**config.mk**
```make
export PLATFORM = sky130hd
export DESIGN_NAME = pipe_reg_chain
export DESIGN_NICKNAME = d
export VERILOG_FILES = /design/src/rtl/pipe_reg_chain.sv
export SDC_FILE = /design/constraint.sdc
export NUM_CORES = 1
export LEC_CHECK = 0
export ABC_AREA = 0
export CAP_MARGIN = 20
export CORE_MARGIN = 8
export CORE_UTILIZATION = 50
export DETAILED_ROUTE_END_ITERATION = 7
export GPL_TIMING_DRIVEN = 0
export PLACE_DENSITY = 0.85
export SLEW_MARGIN = 20
export SYNTH_ARGS = -nofsm -noshare
export SYNTH_HDL_FRONTEND = slang
export SYNTH_SLANG_ARGS = --single-unit
```
**constraint.sdc**
```tcl
create_clock -name clk -period 11.35 [get_ports clk]
set_clock_uncertainty 0.05 [all_clocks]
set_input_delay 2.27 -clock clk [delete_from_list [all_inputs] [get_ports clk]]
set_output_delay 2.27 -clock clk [all_outputs]
set_load 0.005 [all_outputs]
```
**src/rtl/pipe_reg_chain.sv**
```systemverilog
// Elastic register chain with bubble collapse, backpressure and per-stage flush.
// Stage 0 is the input (youngest) side, stage STAGES-1 the output (oldest) side.
module pipe_reg_chain #(
    parameter int DATA_W = 32,
    parameter int STAGES = 4,
    parameter int IDX_W  = (STAGES > 1) ? $clog2(STAGES) : 1
) (
    input  logic                          clk,
    input  logic                          rst,
    input  logic                          in_valid,
    input  logic [DATA_W-1:0]             in_data,
    output logic                          in_ready,
    output logic                          out_valid,
    output logic [DATA_W-1:0]             out_data,
    input  logic                          out_ready,
    input  logic                          flush_valid,
    input  logic [IDX_W-1:0]              flush_stage,
    output logic [$clog2(STAGES+1)-1:0]   occupancy,
    output logic [15:0]                   kill_count
);

    localparam int OCC_W = $clog2(STAGES + 1);

    logic [STAGES-1:0] valid_q;
    logic [STAGES-1:0] valid_d;
    logic [DATA_W-1:0] data_q [STAGES];
    logic [DATA_W-1:0] data_d [STAGES];
    logic [OCC_W-1:0]  occ_q;
    logic [OCC_W-1:0]  occ_d;
    logic [15:0]       kill_q;
    logic [15:0]       kill_d;

    logic [STAGES-1:0] kill_sel;
    logic [STAGES-1:0] adv;
    logic              accept0;
    logic              in_fire;
    logic [OCC_W-1:0]  kill_n;
    logic [16:0]       kill_sum;
    int                fidx;

    // Out-of-range flush indices clamp to the oldest stage.
    always_comb begin
        fidx = (int'(flush_stage) >= STAGES) ? STAGES - 1 : int'(flush_stage);
        for (int i = 0; i < STAGES; i++) begin
            kill_sel[i] = flush_valid && (i <= fidx);
        end
    end

    always_comb begin
        out_valid         = rst && valid_q[STAGES-1] && !kill_sel[STAGES-1];
        adv               = '0;
        adv[STAGES-1]     = out_valid && out_ready;
        for (int i = STAGES - 2; i >= 0; i--) begin
            adv[i] = valid_q[i] && !kill_sel[i] && (!valid_q[i+1] || adv[i+1]);
        end
        accept0  = !valid_q[0] || adv[0];
        in_ready = rst && !flush_valid && accept0;
        in_fire  = in_valid && in_ready;
    end

    assign out_data = data_q[STAGES-1];

    always_comb begin
        valid_d = valid_q;
        for (int i = 0; i < STAGES; i++) begin
            data_d[i] = data_q[i];
        end
        if (in_fire) begin
            valid_d[0] = 1'b1;
            data_d[0]  = in_data;
        end else if (adv[0] || kill_sel[0]) begin
            valid_d[0] = 1'b0;
        end
        for (int i = 1; i < STAGES; i++) begin
            if (adv[i-1]) begin
                valid_d[i] = 1'b1;
                data_d[i]  = data_q[i-1];
            end else if (adv[i] || kill_sel[i]) begin
                valid_d[i] = 1'b0;
            end
        end
    end

    always_comb begin
        occ_d  = '0;
        kill_n = '0;
        for (int i = 0; i < STAGES; i++) begin
            occ_d  = occ_d + OCC_W'(valid_d[i]);
            kill_n = kill_n + OCC_W'(valid_q[i] && kill_sel[i]);
        end
        kill_sum = {1'b0, kill_q} + 17'(kill_n);
        kill_d   = kill_sum[16] ? 16'hFFFF : kill_sum[15:0];
    end

    always_ff @(posedge clk) begin
        if (!rst) begin
            valid_q <= '0;
            occ_q   <= '0;
            kill_q  <= '0;
        end else begin
            valid_q <= valid_d;
            occ_q   <= occ_d;
            kill_q  <= kill_d;
        end
    end

    // Payloads carry no reset; they are only meaningful under a set valid bit.
    always_ff @(posedge clk) begin
        for (int i = 0; i < STAGES; i++) begin
            data_q[i] <= data_d[i];
        end
    end

    assign occupancy  = occ_q;
    assign kill_count = kill_q;

endmodule
```
* After elaboration in Yosys (flattened, before gate mapping)
Memories as Yosys holds them, arrays and structs flattened.
Cells that the tools add are included.
Widths: inputs -> output; s select.
** Storage, ports and cells
- Register bits after elaboration :: 23
- Memory bits (writable) :: 128
- Input port bits :: 39
- Output and inout port bits :: 53
- Logic and storage cells :: 62
- Memories :: 1
** Cells by class
- Add/subtract/negate cells :: 7
- Order comparisons :: 3
- Mux-type cells :: 13
- Reductions and logical operators :: 35
** Memories
- data_q :: depth 4, width 32, read ports 4, clocked after memory_dff 0, wr ports 4, RTL line 26 : logic [DATA_W-1:0] data_q [STAGES];
** Operators by type and width (number)
- $mux 32 :: 4
- $logic_and 1x1->1 :: 19
- $add 16x3->17 :: 1
- $mux 16 :: 1
- $logic_not 1->1 :: 8
- $logic_or 1x1->1 :: 8
- $mux 1 :: 8
- $add 2x1->3 :: 2
- $add 3x1->3 :: 2
- $add 1x1->2 :: 2
- $le 2x2->1 const A :: 2
- $le 1x2->1 const A :: 1

* Longest topological paths before layout
Gate-level depths: netlist (run 1).
- Word-level depth :: 18
- Mapped depth :: 11
- Mapped depth without buffers :: 9

* Worst setup path after synthesis (run 1)
Ideal clock, no wire load.
- Path type :: input to register
- From :: input port flush_valid
- To :: memory data_q[2][0], enable pin
- Arrival :: 5133 ps
- Data required time :: 10832 ps
- Setup slack :: 5700 ps
- Stages on the path :: 4
- Buffers on the path :: 1
- Cell sequence :: clkbuf_1 > nand3_1 > a31oi_1 > nor3b_1
** RTL lines
- from (decl) :: RTL line 16 : input logic flush_valid,
- to (decl) :: RTL line 26

* Worst setup path after layout (run 1)
- From :: input port flush_stage[1]
- To :: output port in_ready
** On the way
- Cells in the longest elaborated chain, start to end :: 13
- Elaborated cells between the ends (all ways) :: 21
- Those cells by class :: order compare: 3; reduce/logical: 18
** RTL lines
- from (decl) :: RTL line 17 : input logic [IDX_W-1:0] flush_stage,
- $le 2x2->1 :: RTL line 45 : kill_sel[i] = flush_valid && (i <= fidx);
- $logic_and 1x1->1 :: RTL line 45
- $logic_not 1->1 :: RTL line 50 : out_valid = rst && valid_q[STAGES-1] && !kill_sel[STAGES-1];
- $logic_and 1x1->1 :: RTL line 50
- $logic_and 1x1->1 :: RTL line 52 : adv[STAGES-1] = out_valid && out_ready;
- $logic_or 1x1->1 :: RTL line 54 : adv[i] = valid_q[i] && !kill_sel[i] && (!valid_q[i+1] || adv[i+1]);
- $logic_and 1x1->1 :: RTL line 54
- $logic_or 1x1->1 :: RTL line 54
- $logic_and 1x1->1 * :: RTL line 54
- $logic_or 1x1->1 * :: RTL line 54
- $logic_and 1x1->1 * :: RTL line 54
- $logic_or 1x1->1 * :: RTL line 56 : accept0 = !valid_q[0] || adv[0];
- $logic_and 1x1->1 * :: RTL line 57 : in_ready = rst && !flush_valid && accept0;
- to (decl) :: RTL line 12 : output logic in_ready,
Every way passes the cells marked *; elsewhere a longest branch is shown, timed or not.

==> out/results.ini, run 1 <==
[run_status]
status = completed

[cts]
cts_hold_buf = 0
cts_setup_buffers = 0
clk_pin_slew_ns = 0.07
cts_resized = 0
cts_root_buf = clkbuf_8
cts_made_buffers = 17
cts_max_level = 4
clk_latency_ns = 0.51
clock_path_buffers = 2
cts_tree = yes
cts_sinks = 151

[setup_path]
startpoint_type = input port
crit_end = in_ready
rr_startpoint = valid_q[0]
worstReg2RegEnd = kill_count[3]
endpoint_kind = primary output
r2r_setup_slack_ns = 8.49
reg2regPathDepth = 10
crit_fanout = 4
crit_start = flush_stage[1]
worstPathRequired_ns = 9.03
worstPathArrival_ns = 4.26
critPathKind = input port to primary output

[floorplanning]
initial_core_util_pct = 51.7
core_area_um2 = 9770
io_pins = 92
rows = 36
die_w_um = 117
dieArea_um2 = 13600
fp.dieH_um = 117

[routing]
dr.first_iter.drc_count = 80
routed.top_layer = met4
dr_wl_met3_um = 739
firstDrtPassIters = 5
route.met2.wl_um = 4270
wl_um = 8190
routed-via-count = 2555
ant_nets = 0
remaining_drc_errors = 0
m1WireLength_um = 3080
via_per_inst = 4.88
wl_per_cell_um = 15.6

[grt]
antenna_found_initial = 0
overflow = 0
grt_max_degree = 28
grt_usage_pct = 12.9
grt_pass1_wl_um = 12800
first_global_vias = 2644

[final_layout]
layout_commonest_cell = edfxtp_1
final_cell_mix = edfxtp_1 (128), clkdlybuf4s50_1 (90), dfxtp_1 (23), clkbuf_16 (16), a21oi_1 (13)
antenna_cells = 0
syn_to_final_growth_pct = 35.3
nets = 424
multiInputGateArea_um2 = 733
seq_area_um2 = 4300
drive_gt1_share_pct = 12.5
post-route-cell-area_um2 = 6830
num-fill-cells = 625

[placement]
numPortBuffers = 90
dp_slack_ns = 4.82
place_congestion = 0.786
placedInstanceArea_um2 = 6260
dp_hpwl_um = 6010

[yosys]
syn_inst = 263
synth_area_per_cell_um2 = 19.2
netlist.area_leader.share_pct = 76.1
synthDistinctLibCells = 39
synth_edf_count = 128
yosys_warnings = 0
synthArstFlopShare_pct = 0
synth_top_flop_cell = edfxtp_1
synth_largest_area_cell = edfxtp_1
syn_nets = 309
synthTopCellsByArea = edfxtp_1 (76%), dfxtp_1 (9.1%), fa_1 (1.6%), xnor2_1 (1.6%), a21oi_1 (1.5%)
ys_ff_latch = 151
ys_seq_area_share_pct = 85.2
syn_area_um2 = 5050

[sta]
slew_viol_final = 0
min_period_ns = 6.58
setup_violations = 0
hold_viol_final = 0
worstMarginPinSlew_ns = 0.601
setup_ws_ns = 4.77
slew_headroom_pct = 59.6
max_freq_mhz = 152
period_share_pct = 58.0
rsz0062_at_grt = no
fin_setup_tns_ns = 0

[power_and_ir_drop]
p_total_mw = 1.17
p_per_area_nw_per_um2 = 171
leakagePower_nw = 2.28
ir_worst_vdd_uv = 109

[run]
drv_cap = 0

[worst_hold_path]
hold_class = flip-flop to flip-flop

[layout make-up]
cell class	instances	area share, %
repair buffers	96	14.7
clock inverters	14	2.29
multi-input cells	101	10.7
flip-flops and latches	151	63.0
clock buffers	18	6.12
inverters	7	0.385
well taps	133	2.44
plain buffers	4	0.330
[power by group]
part / leakage [nW] / switching, mW / total [mW] / internal (mW)
clock network: 0.278 / 0.230 / 0.533 / 0.302
logic: 0.660 / 0.0110 / 0.0271 / 0.0161
registers: 1.35 / 0.00190 / 0.607 / 0.605
[worst min path at each step]
| stage | cells past startpoint | end | slack, ns | startpoint |
|---|---|---|---|---|
| floorplan | 0 | data_q[1][0] | 0.35 | data_q[0][0] |
| global placement | 0 | data_q[3][5] | 0.35 | data_q[2][5] |
| detailed placement | 0 | data_q[1][15] | 0.35 | data_q[0][15] |
| CTS | 0 | data_q[3][21] | 0.37 | data_q[2][21] |
| global route | 0 | data_q[1][30] | 0.37 | data_q[0][30] |
| finish | 0 | data_q[3][21] | 0.37 | data_q[2][21] |
[cells by family (layout without fill, tap and decap cells)]
group	after synthesis	count (layout)	synth area share [%]
adders and majority gates	7	7	2.33
AOI/OAI and AO/OA	32	32	3.96
and+or+nand+nor	53	53	5.97
buffers and inverters	11	139	0.966
xor gates and xnor gates	9	9	1.56
DFF	151	151	85.2
[synth_stat cells (2+ instances only)]
cell type	n
fa_1	4
o21ai_0	3
dfxtp_1	23
nand4_2	2
nand3_1	6
nor4_1	3
xnor2_1	9
clkbuf_1	3
and2_1	7
a21oi_1	15
nand2_1	12
ha_1	3
nor3_1	7
nor2b_1	2
o21a_1	4
nor2_1	4
o211ai_1	2
edfxtp_1	128
inv_1	6
[metal layers]
layer	up-vias	GRT usage, %
met5	-	0
met4	0	5.79
met1	1228	12.8
met3	7	6.83
met2	82	22.1
li1	1238	-
[sequential cells by signal, indices dropped and copies added, names as in the netlist]
register    flops
valid_q         4
occupancy       3
kill_count     16
data_q        128
[through the flow]
stage | instances | hold slack (ns) | util [%]
after floorplan | 263 | 0.350 | -
after global placement | 486 | 0.351 | 62.6
after detailed placement | 492 | 0.355 | 64.0
after CTS | 524 | 0.365 | 69.9
after global routing | 524 | 0.371 | 69.9
final | 524 | 0.366 | 69.9
[worst max-delay path, cell delays in order]
cell	delay (ns)
clkdlybuf4s50_1	0.52
nand3_1	0.15
a31oi_1	0.40
and2_1	0.34
a211oi_1	0.13
clkdlybuf4s50_1	0.46
Note: power is estimated with default switching activity, not from simulation.
==> run 2, diff against run 1 <==
--- a/config.mk
+++ b/config.mk
@@ -8,10 +8,10 @@
 export ABC_AREA = 0
 export CAP_MARGIN = 20
 export CORE_MARGIN = 8
-export CORE_UTILIZATION = 50
+export CORE_UTILIZATION = 46
 export DETAILED_ROUTE_END_ITERATION = 7
 export GPL_TIMING_DRIVEN = 0
-export PLACE_DENSITY = 0.85
+export PLACE_DENSITY = 0.82
 export SLEW_MARGIN = 20
 export SYNTH_ARGS = -nofsm -noshare
 export SYNTH_HDL_FRONTEND = slang
==> constraint.sdc (replaced) <==
create_clock -name clk -period 5.7 [get_ports clk]
set_clock_uncertainty 0.05 [all_clocks]
set_input_delay 1.14 -clock clk [delete_from_list [all_inputs] [get_ports clk]]
set_output_delay 1.14 -clock clk [all_outputs]
set_load 0.005 [all_outputs]
==> run 2 against run 1 <==
Compared with the run above:
- final area up 0.46%
- critical path depth unchanged
- core utilization down 6.3 points
- global-route usage down 0.97 points
- highest routed layer unchanged
- first-iteration DRC count rose to 2.6 times the previous value
- total power up 100%
- sequential power up 99%
- non-clock buffer count unchanged
- worst hold slack worse by 0.0034 ns
- cell count up 0.95%
==> out/results.ini, run 2 (synthesis results as in run 1) <==
[setup_path]
reg2regPathDepth = 10
cpMaxStageDelayCell = clkdlybuf4s50_1
crit_buf_inv = 2
critPathKind = input port to primary output
crit_fanout = 4
cpLargestDelayFamily = buffers and inverters
startpoint_type = input port
crit_start = flush_stage[1]
path_cells = clkdlybuf4s50_1 -> nand3_1 -> a31oi_1 -> and2_1 -> a211oi_1 -> clkdlybuf4s50_1
worstPathArrival_ns = 3.15
r2r_setup_slack_ns = 2.78
rr_startpoint = valid_q[0]
cp.depth = 6
endpoint_kind = primary output
worstPathRequired_ns = 4.51
cpPeakStageDelay_ns = 0.54
critPathMostFrequentCell = clkdlybuf4s50_1

[final_layout]
seq_area_um2 = 4300
nets = 424
num-fill-cells = 779
syn_to_final_growth_pct = 35.9
layout_commonest_cell = edfxtp_1
final_util_pct = 63.6
multiInputGateArea_um2 = 733
antenna_cells = 0
max_flop_register = data_q
drive_gt1_share_pct = 11.8
post-route-cell-area_um2 = 6860
largest_register_ffs = 128
final_cell_mix = edfxtp_1 (128), clkdlybuf4s50_1 (90), dfxtp_1 (23), clkbuf_16 (16), a21oi_1 (13)

[power_and_ir_drop]
p_per_area_nw_per_um2 = 347
ir_worst_vdd_uv = 263
p_total_mw = 2.38
leakagePower_nw = 2.30

[routing]
routed-via-count = 2586
wl_um = 8260
firstDrtPassIters = 4
via_per_inst = 4.89
wl_per_cell_um = 15.6
dr.first_iter.drc_count = 205
ant_nets = 0
remaining_drc_errors = 0

[cts]
cts_max_level = 4
cts_setup_buffers = 0
cts_resized = 0
cts_root_buf = clkbuf_8
cts_tree = yes
cts_hold_buf = 0
cts_made_buffers = 17
clk_pin_slew_ns = 0.06
clk_latency_ns = 0.51
clock_path_buffers = 2
cts_sinks = 151

[sta]
slew_viol_final = 0
worstMarginPinSlew_ns = 0.583
whs_ns = 0.362
max_freq_mhz = 230
slew_headroom_pct = 60.8
period_share_pct = 76.2
hold_viol_final = 0
setup_violations = 0
min_period_ns = 4.34
rsz0062_at_grt = no

[floorplanning]
rows = 38
io_pins = 92
dieArea_um2 = 14600
fp.dieH_um = 121
die_w_um = 121
core_area_um2 = 10800
initial_core_util_pct = 46.8

[run_status]
status = completed

[placement]
numPortBuffers = 90
dp_hpwl_um = 6020
place_congestion = 0.813
placedInstanceArea_um2 = 6270

[grt]
overflow = 0
grt_pass1_wl_um = 13200
antenna_found_initial = 0
first_global_vias = 2588
grt_usage_pct = 12.0
grt_max_degree = 23

[worst_hold_path]
whs_path_depth = 0
min_from = data_q[2][24]
hold_class = flip-flop to flip-flop

[run]
drv_cap = 0

## run 2: changes by cell type in the layout (fill, tap and decap cells not counted)
cell	delta
inv_6	-3
bufinv_16	+3
clkinvlp_4	-1
clkinv_2	+2
clkinv_1	+1
clkinv_4	+1
inv_8	-5
## run 2: per-stage QoR
stage,setup TNS [ns],instances,setup slack [ns]
final,0,529,1.36
after global routing,0,529,1.27
after CTS,0,529,1.36
after detailed placement,0,499,1.38
after global placement,-3.31,493,-0.106
after floorplan,0,263,1.18
## run 2: per-layer routing
| layer | track usage, % | wire length, µm | vias up |
|---|---|---|---|
| met5 | 0 | 0 | - |
| met4 | 5.62 | 142 | 0 |
| met3 | 5.78 | 569 | 14 |
| met2 | 20.5 | 4440 | 76 |
| met1 | 12.1 | 3110 | 1253 |
| li1 | - | - | 1243 |
## run 2: power breakdown
part | internal [mW] | switching [mW] | total [mW] | leakage (nW)
combinational | 0.0320 | 0.0218 | 0.0538 | 0.660
clock | 0.707 | 0.414 | 1.12 | 0.290
sequential | 1.21 | 0.00380 | 1.21 | 1.35
total | 1.94 | 0.439 | 2.38 | 2.30
## run 2: worst paths after layout
kind | endpoint
worst min register to register | data_q[3][24]
worst max-delay path | in_ready
worst min-delay path | data_q[3][24]
worst max register to register | kill_count[8]
## run 2: final cells by class
cell class | instances | area share (%)
timing repair buffer | 96 | 14.7
tap | 140 | 2.55
inverter | 7 | 0.383
multi-input combinational | 101 | 10.7
clock inverter | 12 | 2.61
buffer | 4 | 0.328
clock buffer | 18 | 6.09
sequential | 151 | 62.7
## run 2: worst reg2reg max path, delay by kind of cell (launching register included)
kind	cells	cell delay [ns]
fa+ha+maj	3	0.95
flops	1	0.43
compound gates	1	0.12
buf+inv	2	0.25
simple gates	4	1.05
==> variant 1: new RTL, settings of run 2 <==
Put one more register stage on the output `kill_count`, without a reset. The value now appears one clock later. The other outputs are not delayed to match.
--- a/src/rtl/pipe_reg_chain.sv
+++ b/src/rtl/pipe_reg_chain.sv
@@ -113,5 +113,7 @@
 
     assign occupancy  = occ_q;
-    assign kill_count = kill_q;
+    always_ff @(posedge clk) begin
+        kill_count <= kill_q;
+    end
 
 endmodule
Function: changed (Yosys sat finds a counterexample within 4 cycles, from zero or initial values and one cycle with rst low).
==> variant 1 against run 2 <==
- setup slack better by 0.16 ns
- synthesized cell count is 7.6% higher
- synthesized area is 8.1% higher
- total power grew 3.6%
- final area rose by 4.5%
- sequential cell count increased by 16
- largest power group unchanged
- hold slack worse by 0.052 ns
- critical path type unchanged
- wire length rose by 8.0%
==> variant 1: results (changes against run 2) <==
Ys Warns: 0 (unchanged)
RePlAce Congestion: 0.747 (was 0.813)
initial antenna violation count: 0 (unchanged)
P_leak: 2.43 nW (was 2.30 nW)
clock latency at the later pin of the worst-skew pair: 0.41 ns (was 0.51 ns)
VDD IR max: 261 uV (was 263 uV)
# placed instances: 520 (was 499)
largest net degree at the start of global routing: 33 (was 23)
Synth Area in Compound Gates: 4.24% (was 3.96%)
largest cells by area after synthesis: edfxtp_1 (70%), dfxtp_1 (14%), xnor2_1 (1.6%) (was edfxtp_1 (76%), dfxtp_1 (9.1%), fa_1 (1.6%))
biggest regs: data_q (128), kill_count (16), kill_q (16)
reg2reg start: valid_q[2] (was valid_q[0])
asr flop ratio synth: 0% (unchanged)
Synth Area in Adders: 2.15% (was 2.33%)
DP Worst Slack: 1.50 ns (was 1.38 ns)
CTS buffer count: 17 (unchanged)
crit path launch: rst (was flush_stage[1])
number of global-route vias before repair: 2881 (was 2588)
post-DP HPWL: 6.28 mm (was 6.02 mm)
clock-pin slew on the worst setup and hold paths: 0.06 ns (about the same)
library cells used by synthesis: 37 (was 39)
fin nets: 442 (was 424)
XOR/XNOR Fraction of Synth Area: 1.60% (was 1.56%)
hold path cells: 0 (unchanged)
worst hold endpoint: kill_count[0] (was data_q[3][24])
non-filler instance count after layout: 551 (was 529)
register area share after synthesis: 84.7% (was 85.2%)
Tot GR Track Use: 12.1% (was 12.0%)
fillers: 805 (was 779)
Crit path arrival time: 2.99 ns (was 3.15 ns)
status: completed (unchanged)
worst min-delay path startpoint: kill_q[0] (was data_q[2][24])
DR vias/cell: 4.86 (was 4.89)
DRT iter0 DRCs: 169 (was 205)
share of layout cells above drive strength 1: 11.3% (was 11.8%)
Post-Syn Nets: 329 (was 309)
Synth top cells by count: edfxtp_1 (128), dfxtp_1 (39), xnor2_1 (10) (was edfxtp_1 (128), dfxtp_1 (23), a21oi_1 (15))
WHS: 0.311 ns (was 0.362 ns)
largest fanout on the critical path: 10 (was 4)
reg2reg end: kill_q[3] (was kill_count[8])
Clock Tree Root: clkbuf_16 (was clkbuf_8)
Hold/Removal Path Class: reg2reg (unchanged)
mux cell area share after synthesis: 0.183% (was 0%)
setup bufs post-CTS: 0 (unchanged)
H-Tree Depth: 4 (unchanged)
DRT Wirelength: 8.93 mm (was 8.26 mm)
CTS resizes: 0 (unchanged)
Longest Clk Path Bufs: 2 (unchanged)
global-route wire length before repair: 14.5 mm (was 13.2 mm)
net switching power: 0.439 mW (about the same)
cells after synthesis: 283 (was 263)
EDFF count, synth: 128 (unchanged)
setup slack, reg-to-reg: 2.80 ns (was 2.78 ns)
Slew @ Worst Pin: 0.757 ns (was 0.583 ns)
## variant 1: changes by cell type in the layout (fill, tap and decap cells not counted), moves of 3 or more
cell,before,now
a21oi_1,13,4
nor2_1,3,9
a21boi_0,1,4
nor3_1,7,2
clkbuf_1,4,8
dfxtp_1,23,39
a21boi_1,0,5
buf_16,3,0
a21boi_2,0,6
nand2_1,12,9
## variant 1: worst max-delay path: stages
cell             delay (ns)
clkdlybuf4s50_1        0.47
clkbuf_1               0.34
clkbuf_1               0.32
and3_1                 0.21
clkdlybuf4s50_1        0.50
## variant 1: cell type report
cell class	instances	share of cell area [%]
multi-input combinational	103	11.1
buffer	5	0.366
timing repair buffer	94	13.1
tap	143	2.49
clock inverter	10	1.81
inverter	8	0.419
sequential	167	64.5
clock buffer	21	6.14
## variant 1: kinds of logic (layout without fill, tap and decap cells)
kind of cell    count (synthesis)  in the layout
flops                         167            167
simple gates                   55             55
compound gates                 30             30
buf+inv                        13            138
xor+xnor                       10             10
fa+ha+maj                       7              7
mux                             1              1
## variant 1: through the flow
| step | cell area (sq um) | utilization (%) |
|---|---|---|
| 6_report | 7170 | 62.3 |
| 5_1_grt | 7170 | 62.3 |
| 4_1_cts | 7170 | 62.3 |
| 3_5_place_dp | 6600 | 57.3 |
| 3_3_place_gp | 6540 | 56.8 |
| 2_1_floorplan | 5460 | - |
## variant 1: worst max-delay path by stage
stage | slack, ns | end | cells past startpoint
after detailed placement | 1.50 | out_valid | 5
after floorplan | 1.23 | data_q[2][0] | 4
final | 1.52 | out_valid | 5
after global placement | -0.45 | data_q[2][15] | 4
after global routing | 1.40 | out_valid | 5
after CTS | 1.49 | out_valid | 5
## variant 1: routing by layer
layer	global-route usage [%]	wire, microns	share of wire (%)
met5	0	0	0
met4	7.38	252	2.8
met3	5.91	694	7.8
met2	20.0	4450	50
met1	12.3	3530	40
## variant 1: power by group through the flow
stage / logic (mW) / registers [mW] / clock network (mW)
2_1_floorplan: 0.0153 / 1.35 / 0
5_1_grt: 0.0574 / 1.32 / 1.17
4_1_cts: 0.0534 / 1.32 / 1.12
3_5_place_dp: 0.0530 / 1.35 / 0
6_report: 0.0526 / 1.32 / 1.09
3_3_place_gp: 0.0499 / 1.35 / 0
==> variant 2: new RTL, config.mk and constraints of run 2 <==
Without the edit above. Change the parameter `STAGES` from 4 to 8.
--- a/src/rtl/pipe_reg_chain.sv
+++ b/src/rtl/pipe_reg_chain.sv
@@ -3,5 +3,5 @@
 module pipe_reg_chain #(
     parameter int DATA_W = 32,
-    parameter int STAGES = 4,
+    parameter int STAGES = 8,
     parameter int IDX_W  = (STAGES > 1) ? $clog2(STAGES) : 1
 ) (
Interface: changed (resized flush_stage and occupancy); port bits go from 92 to 94. The function was not compared with the original's and may differ.
==> variant 2 against run 2 <==
- synthesized area up 93%
- register-to-register slack got worse by 1.5 ns
- sequential cell count rose by 133
- sequential share of layout area increased by 6.0 points
- total power up 68%
- final area grew 75%
- non-clock buffer count up 35
- sequential power rose by 88%
- wire length rose by 77%
- setup slack got worse by 1.0 ns
==> variant 2: results (changes against run 2) <==
cts hold-fix bufs: 0 (unchanged)
top_reg_cell synth: edfxtp_1 (unchanged)
Slew @ Worst Pin: 0.820 ns (was 0.583 ns)
IO buf count: 91 (was 90)
DP Worst Slack: -0.454 ns (was 1.38 ns)
via count: 4304 (was 2586)
Longest Clk Path Bufs: 3 (was 2)
Hold/Removal Path Class: reg2reg (unchanged)
largest cells by area after synthesis: edfxtp_1 (79%), dfxtp_1 (5.8%), buf_4 (2.5%) (was edfxtp_1 (76%), dfxtp_1 (9.1%), fa_1 (1.6%))
share of layout cells above drive strength 1: 14.4% (was 11.8%)
fillers: 1521 (was 779)
drt first pass iters: 5 (was 4)
H-Tree Depth: 1 (was 4)
asr flop ratio synth: 0% (unchanged)
Tot GR Track Use: 10.8% (was 12.0%)
# placed instances: 865 (was 499)
P_leak: 4.09 nW (was 2.30 nW)
CTS buffer count: 26 (was 17)
largest net degree at the start of global routing: 33 (was 23)
ant diodes: 0 (unchanged)
initial antenna violation count: 0 (unchanged)
max FFs per register: 256 (was 128)
status: completed (unchanged)
global-route wire length before repair: 22.7 mm (was 13.2 mm)
VDD IR max: 237 uV (was 263 uV)
clock latency at the later pin of the worst-skew pair: 0.52 ns
Clock Tree Root: clkbuf_16 (was clkbuf_8)
Post-Syn Nets: 553 (was 309)
post-DP HPWL: 9.47 mm (was 6.02 mm)
RePlAce Congestion: 0.767 (was 0.813)
Ys Warns: 0 (unchanged)
EDFF count, synth: 256 (was 128)
Synth top cells by count: edfxtp_1 (256), buf_4 (32), dfxtp_1 (28) (was edfxtp_1 (128), dfxtp_1 (23), a21oi_1 (15))
Crit-path slowest cell: clkdlybuf4s50_1 (unchanged)
clock-pin slew on the worst setup and hold paths: 0.06 ns (about the same)
DRT Wirelength: 14.6 mm (was 8.26 mm)
library cells used by synthesis: 49 (was 39)
largest fanout on the critical path: 9 (was 4)
Worst path max stage delay: 0.59 ns (was 0.54 ns)
Crit path arrival time: 5.72 ns (was 3.15 ns)
CTS resizes: 0 (unchanged)
fin nets: 677 (was 424)
Cell Pwr Density: 333 nW/um^2 (was 347 nW/um^2)
register area share after synthesis: 84.7% (was 85.2%)
non-filler instance count after layout: 913 (was 529)
DRT iter0 DRCs: 247 (was 205)
setup bufs post-CTS: 0 (unchanged)
Placed Area: 11100 sq um (was 6270 sq um)
register with the most flip-flops: data_q (unchanged)
Mean Syn Cell Area: 19.7 sq um (was 19.2 sq um)
==> variant 2: metal layers <==
layer	global-route usage (%)	vias up	part of all wire (%)
met5	0	-	0
met4	5.47	0	3.2
met2	17.8	129	48
met1	13.0	2047	42
met3	2.93	44	6.5
li1	-	2084	-
==> variant 2: cell type report <==
type,instances,share of cell area [%]
inverters,19,0.594
clock inverters,18,1.41
well taps,275,2.87
plain buffers,39,2.30
flip-flops and latches,284,68.7
multi-input cells,153,9.92
repair buffers,96,8.69
clock buffers,29,5.51
==> variant 2: power by group <==
part | internal, mW | total, mW | switching [mW]
Clock | 0.969 | 1.67 | 0.698
Combinational | 0.0347 | 0.0642 | 0.0295
Sequential | 2.27 | 2.27 | 0.00632
==> variant 2: final timing paths <==
kind / from / to / slack [ns] / cells past startpoint
worst min register to register: data_q[0][77] / data_q[0][109] / 0.36 / 0
worst max-delay path: flush_stage[2] / kill_count[11] / 0.33 / 16
worst min-delay path: data_q[0][77] / data_q[0][109] / 0.36 / 0
worst max register to register: valid_q[0] / kill_count[11] / 1.29 / 13
==> variant 2: kinds of logic (layout without fill, tap and decap cells) <==
group,count (synthesis),count (layout),synth area share (%)
AO/OA/AOI/OAI,48,48,3.48
XOR/XNOR,9,9,0.810
adder cells (fa/ha/maj),18,18,3.01
buffers and inverters,58,201,3.57
flip-flops,284,284,84.7
multiplexers,2,2,0.206
AND/OR/NAND/NOR,76,76,4.20
==> variant 2: worst max-delay path: cells and delay by family <==
family	cells	cell delay (ns)
fa+ha+maj	5	2.30
compound gates	3	0.66
buf+inv	4	0.93
simple gates	4	0.71
